$ cat src/rtl/xmas_twinkle.sv
// rtl/xmas_twinkle.sv - twinkling ornament overlay on the tree renderer pixel stream
// One-clock pipeline: syncs and colour are re-registered together so they stay aligned.
module xmas_twinkle #(
    parameter int unsigned BLINK_FRAMES = 30
) (
    input  logic clk,
    input  logic reset,
    input  logic enable,
    input  logic hsync_in,
    input  logic vsync_in,
    input  logic red_in,
    input  logic green_in,
    input  logic blue_in,
    output logic hsync,
    output logic vsync,
    output logic red,
    output logic green,
    output logic blue,
    output logic lit
);

    typedef enum logic {DARK = 1'b0, LIT = 1'b1} state_t;

    localparam logic [7:0]  FRAME_LAST = 8'(BLINK_FRAMES - 1);
    localparam logic [10:0] X_MAX      = 11'h7FF;
    localparam logic [9:0]  Y_MAX      = 10'h3FF;
    localparam logic [7:0]  LFSR_SEED  = 8'hA5;

    state_t      state_q, state_d;
    logic        hs_d_q, hs_d_d;
    logic        vs_d_q, vs_d_d;
    logic [10:0] x_q, x_d;
    logic [9:0]  y_q, y_d;
    logic [7:0]  frame_q, frame_d;
    logic [7:0]  lfsr_q, lfsr_d;
    logic        hsync_q, hsync_d;
    logic        vsync_q, vsync_d;
    logic [2:0]  rgb_q, rgb_d;
    logic        lit_q, lit_d;

    logic        hs_rise;
    logic        vs_rise;
    logic        lfsr_fb;
    logic        orn_hit;
    logic [2:0]  rgb_in_v;
    logic [2:0]  orn_c;

    always_comb begin
        hs_rise  = hsync_in & ~hs_d_q;
        vs_rise  = vsync_in & ~vs_d_q;
        hs_d_d   = hsync_in;
        vs_d_d   = vsync_in;
        hsync_d  = hsync_in;
        vsync_d  = vsync_in;
        rgb_in_v = {red_in, green_in, blue_in};

        x_d = hs_rise ? 11'd0 : ((x_q == X_MAX) ? x_q : x_q + 11'd1);

        // A frame start wins over a line start landing on the same clock.
        if (vs_rise) begin
            y_d = 10'd0;
        end else if (hs_rise && (y_q != Y_MAX)) begin
            y_d = y_q + 10'd1;
        end else begin
            y_d = y_q;
        end

        lfsr_fb = lfsr_q[7] ^ lfsr_q[5] ^ lfsr_q[4] ^ lfsr_q[3];
        frame_d = frame_q;
        state_d = state_q;
        lfsr_d  = lfsr_q;
        if (!enable) begin
            frame_d = 8'd0;
            state_d = DARK;
        end else if (vs_rise) begin
            if (frame_q == FRAME_LAST) begin
                frame_d = 8'd0;
                if (state_q == DARK) begin
                    state_d = LIT;
                    lfsr_d  = {lfsr_q[6:0], lfsr_fb};
                end else begin
                    state_d = DARK;
                end
            end else begin
                frame_d = frame_q + 8'd1;
            end
        end
        lit_d = (state_d == LIT);

        // Pixel decision uses the counters as they stood before this clock.
        orn_hit = (x_q[3:0] >= 4'd6) && (x_q[3:0] <= 4'd9)
               && (y_q[3:0] >= 4'd6) && (y_q[3:0] <= 4'd9)
               && (rgb_in_v == 3'b010);
        orn_c = lfsr_q[2:0] ^ x_q[6:4] ^ y_q[6:4];
        if ((orn_c == 3'b000) || (orn_c == 3'b010)) begin
            orn_c = 3'b111;
        end
        rgb_d = ((state_q == LIT) && orn_hit) ? orn_c : rgb_in_v;
    end

    always_ff @(posedge clk or posedge reset) begin
        if (reset) begin
            state_q <= DARK;
            hs_d_q  <= 1'b1;
            vs_d_q  <= 1'b1;
            x_q     <= 11'd0;
            y_q     <= 10'd0;
            frame_q <= 8'd0;
            lfsr_q  <= LFSR_SEED;
            hsync_q <= 1'b1;
            vsync_q <= 1'b1;
            rgb_q   <= 3'b000;
            lit_q   <= 1'b0;
        end else begin
            state_q <= state_d;
            hs_d_q  <= hs_d_d;
            vs_d_q  <= vs_d_d;
            x_q     <= x_d;
            y_q     <= y_d;
            frame_q <= frame_d;
            lfsr_q  <= lfsr_d;
            hsync_q <= hsync_d;
            vsync_q <= vsync_d;
            rgb_q   <= rgb_d;
            lit_q   <= lit_d;
        end
    end

    assign hsync = hsync_q;
    assign vsync = vsync_q;
    assign red   = rgb_q[2];
    assign green = rgb_q[1];
    assign blue  = rgb_q[0];
    assign lit   = lit_q;

endmodule

$ cat config.mk
export PLATFORM = sky130hd
export DESIGN_NAME = xmas_twinkle
export DESIGN_NICKNAME = d
export VERILOG_FILES = /design/src/rtl/xmas_twinkle.sv
export SDC_FILE = /design/constraint.sdc
export NUM_CORES = 1
export LEC_CHECK = 0
export CAP_MARGIN = 30
export CORE_ASPECT_RATIO = 1.75
export CORE_UTILIZATION = 40
export CTS_BUF_LIST = sky130_fd_sc_hd__clkbuf_4 sky130_fd_sc_hd__clkbuf_8 sky130_fd_sc_hd__clkbuf_16
export DETAILED_ROUTE_END_ITERATION = 8
export GPL_TIMING_DRIVEN = 1
export PLACE_DENSITY = 0.66
export SETUP_SLACK_MARGIN = 0.3
export SLEW_MARGIN = 40
export SYNTH_ARGS = -nofsm -noshare
export SYNTH_HDL_FRONTEND = slang
export SYNTH_SLANG_ARGS = --single-unit
$ cat constraint.sdc
create_clock -name clk -period 1.7 [get_ports clk]
set_input_delay 0.255 -clock clk [delete_from_list [all_inputs] [get_ports clk]]
set_output_delay 0.255 -clock clk [all_outputs]
set_load 0.02 [all_outputs]
# Word-level counts from Yosys, hierarchy flattened
# Index checks and enable logic that the tools add are counted.
[word_totals]
elab_cells = 57
ff_bits = 43
inputBits = 8
output_inout_bits = 6
[classes]
eq_ne = 8
bitwise = 10
magnitude_cmp = 4
reduce_logical = 11
muxes = 13
addsub = 3
[ops]
columns = ["op", "count"]
rows = [
  ["two-way mux 8 bit", 3],
  ["two-way mux 11 bit", 2],
  ["two-way mux 10 bit", 2],
  ["adder 11 x 1 -> 11 bit (second input constant)", 1],
  ["equality test 11 bit (second input constant)", 1],
  ["adder 10 x 1 -> 10 bit (second input constant)", 1],
  ["!= test 10 bit (second input constant)", 1],
  ["adder 8 x 1 -> 8 bit (second input constant)", 1],
  ["equality test 8 x 5 -> 1 bit (second input constant)", 1],
  [">= comparator 4 x 3 -> 1 bit (second input constant)", 2],
  ["<= comparator 4 bit (second input constant)", 2],
  ["equality test 3 x 2 -> 1 bit (second input constant)", 2],
  ["logical AND 1 bit", 6],
  ["two-way mux 3 bit", 2],
  ["bitwise XOR 3 bit", 2],
  ["two-way mux 1 bit", 4],
  ["!= test 2 x 1 -> 1 bit (second input constant)", 2],
  ["AND reduction 4 bit", 1],
  ["logical NOT 3 bit", 1],
  ["inverter 1 bit", 3],
  ["bitwise XOR 1 bit", 3],
  ["AND 1 bit", 2],
  ["!= test 2 bit (second input constant)", 1],
  ["AND reduction 2 bit", 1],
  ["2 further kinds", 2],
]

# Longest topological paths before layout
[depth]
ltp_word = 7
depth_mapped = 7

# Worst setup path before layout
# No wires, ideal clock.
[synth_timing]
path_kind = "register -> register"
start = "register frame_q[1]"
end = "register lfsr_q[1]"
slack_ns = 0.038
path_buffers = 1
path_stages_with_launch = 8
t_arrival_ns = 1.537
path_cell_list = "dfrtp_1 -> inv_1 -> ha_1 -> nor3b_4 -> and2_4 -> and4_4 -> buf_12 -> mux2_4"
[synth_via]
elab_chain_cells = 2
[synth_lines]
columns = ["item", "line_no", "text"]
rows = [
  ["start: declaration", "34", "logic [7:0] frame_q, frame_d;"],
  ["start signal: assignment", "120", "frame_q <= frame_d;"],
  ["equality test 8 x 5 -> 1 bit", "76", "if (frame_q == FRAME_LAST) begin"],
  ["AND reduction 4 bit (no line)", "-", ""],
  ["end signal: assignment", "121", "lfsr_q <= lfsr_d;"],
  ["end: declaration", "35", "logic [7:0] lfsr_q, lfsr_d;"],
]
# Every way passes these cells.
# A chain may end at the register's enable or synchronous reset.

# Final worst setup path
[layout_timing]
start = "register frame_q[1]"
end = "register lfsr_q[6]"
# Same word-level chain as after synthesis.

==> reports/qor.csv <==
metric,value,unit
status,finished clean,
p_total,2.810,mW
ys_ff_latch,43,
fin_skew,0.01186,ns
relSlewSlack,70.54,%
io_buffers,13,
drc,0,
start_util,41.21,%
ios,14,
crit_type,reg -> reg,
end_kind,flip-flop,
crit_path_max_incr_delay,0.38,ns
cp_cell_sequence,inv_1 -> ha_1 -> nor3b_4 -> and2_4 -> and4_4 -> mux2_4,
cp_slowest_cell,dfrtp_1,
cp_max_fo,5,
syn-cell-area,2404,um2
p_per_area,808.8,nW/um2
syn_inst,224,
grt_pass1_wl,9936,um
routed_wl,5802,um
fin_nets,307,
dp_slack,-0.01482,ns
vias,1934,
first_pass_iters,5,
yosysSeqAreaShare,45.08,%
synth-edff-count,0,
insertion_delay,0.30,ns
first_iter_violations,58,
core_region_area,5833,um2
worst-path-buf-inv,1,
required,1.89,ns
groute.usage.overall,20.64,%
globalplace.congestion,0.7948,
setup.worst_path.start_class,flip-flop,
p_leak,1.477,nW
setup-tns-final,0,ns
utilization,59.57,%
final-seq-area,1091,um2
path_clk_slew,0.08,ns
rrSetupSlack,0.06,ns
synthToLayoutAreaGrowth,44.56,%
ys_warn_count,0,
final_hold_viol_count,0,
drive_gt1_share,46.21,%
fin_ws,0.06320,ns
async_flop_share,100.0,%
cts_sinks,43,
worstPathArrival,1.83,ns
rr_worst_depth,6,
fill_cells,485,
rsz0062_at_grt,yes,
cts_buffers,5,
dieArea,6335,um2
min_period_over_period,96.28,%
fin_cells,368,
grt.overflow.total,0,
reg2reg_to,lfsr_q[6],
clock_path_buffers,2,
hp-class,in -> async,
grt_pass1_vias,2107,
r2r_start,frame_q[1],
synth_area_per_cell,10.73,um2
antenna_found_initial,0,
period_minus_slack,1.637,ns
die_y,104.5,um
hpwl,3689,um
critPathTopFamily,simple AND/OR/NAND/NOR gates,
diodes,0,
multiInputGateArea,1550,um2
die_w,60.60,um
cap_violations,0,
place_inst,331,
clock.fmax,0.6110,GHz
grt_max_degree,26,
cts_tree,done,
setup_violations,0,
syn_nets,242,
core.rowCount,37,
ant_nets,0,
wl_per_cell,15.77,um
slew_viol_final,0,
ir_drop,0.5734,mV
synth.distinct_cells,52,
cts_root_buffer,clkbuf_8,
via_per_inst,5.255,
worst_pin_slew,0.4392,ns
hold_buffers,0,
htreeDepth,2,
synth_ff_type,dfrtp_1,
[per-layer routing]
metal,track usage (%),wire (um),vias to the layer above
met3,4.208,116,13
met5,0,0,-
met4,7.630,163,0
met2,37.52,3320,28
li1,-,-,933
met1,22.20,2202,960
[cell type report]
type                       count  share of cell area [%]
multi-input combinational    167                   44.62
timing repair buffer          61                   15.77
inverter                      11                   1.476
sequential                    43                   31.40
tap                           78                   2.809
clock buffer                   6                   2.197
clock inverter                 2                   1.728
[Yosys cell counts, drive strengths merged (3+ instances only)]
| cell type | number | area [um2] |
|---|---|---|
| and3 | 5 | 32.53 |
| mux2i | 3 | 30.03 |
| nand2 | 13 | 48.80 |
| o21ai | 12 | 60.06 |
| o21bai | 3 | 22.52 |
| nor3b | 3 | 33.78 |
| nand3 | 8 | 55.05 |
| nand2b | 3 | 18.77 |
| mux2 | 8 | 120.1 |
| xor2 | 6 | 52.55 |
| a31oi | 3 | 18.77 |
| dfstp | 6 | 157.7 |
| or3 | 6 | 37.54 |
| nor2 | 20 | 75.07 |
| and4 | 3 | 28.78 |
| and2 | 3 | 22.53 |
| ha | 10 | 125.1 |
| dfrtp | 37 | 925.9 |
| a21oi | 10 | 50.05 |
| o2111ai | 3 | 26.28 |
| inv | 11 | 41.29 |
| xnor2 | 12 | 105.1 |
| buf | 3 | 28.77 |
| nor2b | 4 | 25.02 |
| nor3 | 5 | 25.02 |
[logic make-up (layout without fill, tap and decap cells)]
kind of cell               count (synthesis)  count (layout)  share of synthesized area (%)
xor gates and xnor gates                  18              18                          6.559
adders and majority gates                 10              10                          5.206
AOI/OAI and AO/OA                         44              44                          12.86
and+or+nand+nor                           83              84                          20.98
muxes                                     11              11                          6.247
buffers and inverters                     15              80                          3.071
DFF                                       43              43                          45.08
[flip-flops by register name, indices dropped and copies added, names as in the netlist]
name,cells
y_q,10
lit,1
x_q,11
rgb_q,3
vsync,1
frame_q,8
lfsr_q,8
hsync,1
[stage by stage]
step,instance area (um2),hold slack [ns]
floorplan,2432,0.2595
global route,3475,0.2246
global placement,2789,0.4958
CTS,3289,0.2078
finish,3475,0.2040
detailed placement,2789,0.5011
[power by group]
part           total, mW  internal [mW]  switching, mW  leakage [nW]
Sequential          1.15           1.08         0.0685         0.556
Combinational      0.692          0.350          0.342         0.852
Clock              0.966          0.604          0.362        0.0688
[worst register-to-register path, stage by stage (launching register included)]
cell and delay (ns):
dfrtp_1 0.38, inv_1 0.05, ha_1 0.14, nor3b_4 0.20, and2_4 0.17, and4_4 0.27, mux2_4 0.31
[layout by cell type (no fill, tap or decap), types with 4 or more instances in the layout]
| master | synthesis | final |
|---|---|---|
| xnor2_1 | 12 | 11 |
| clkdlybuf4s50_1 | 0 | 7 |
| nand2_1 | 13 | 12 |
| ha_1 | 10 | 5 |
| xor2_1 | 6 | 6 |
| dlygate4sd2_1 | 0 | 4 |
| inv_1 | 11 | 6 |
| buf_4 | 0 | 36 |
| o21ai_1 | 4 | 4 |
| nor2b_1 | 4 | 4 |
| dfstp_2 | 6 | 6 |
| clkbuf_8 | 0 | 5 |
| ha_4 | 0 | 5 |
| buf_6 | 0 | 9 |
| a21oi_1 | 10 | 8 |
| mux2_4 | 8 | 8 |
| dfrtp_1 | 37 | 31 |
| and3_1 | 4 | 4 |
| dfrtp_2 | 0 | 6 |
| o21ai_2 | 0 | 5 |
| nor2_1 | 20 | 18 |
| or3_1 | 6 | 6 |
[worst max path at each step]
stage                     startpoint    endpoint  slack (ns)  depth (start not counted)
after global placement      vsync_in   lfsr_q[3]        0.02                          4
after CTS                 frame_q[1]   lfsr_q[6]        0.08                          6
after global routing      frame_q[1]   lfsr_q[1]       -0.02                          6
final                     frame_q[1]   lfsr_q[6]        0.06                          6
after detailed placement    vsync_in  frame_q[5]       -0.01                          5
after floorplan           frame_q[1]   lfsr_q[1]        0.06                          7
[what timing repair did]
item	CTS	global route
setup endpoints to repair	39	42
pin swaps	27	14
gates cloned	1	0
resized for setup	61	28
setup buffers	18	10
(Power assumes the default switching activity.)
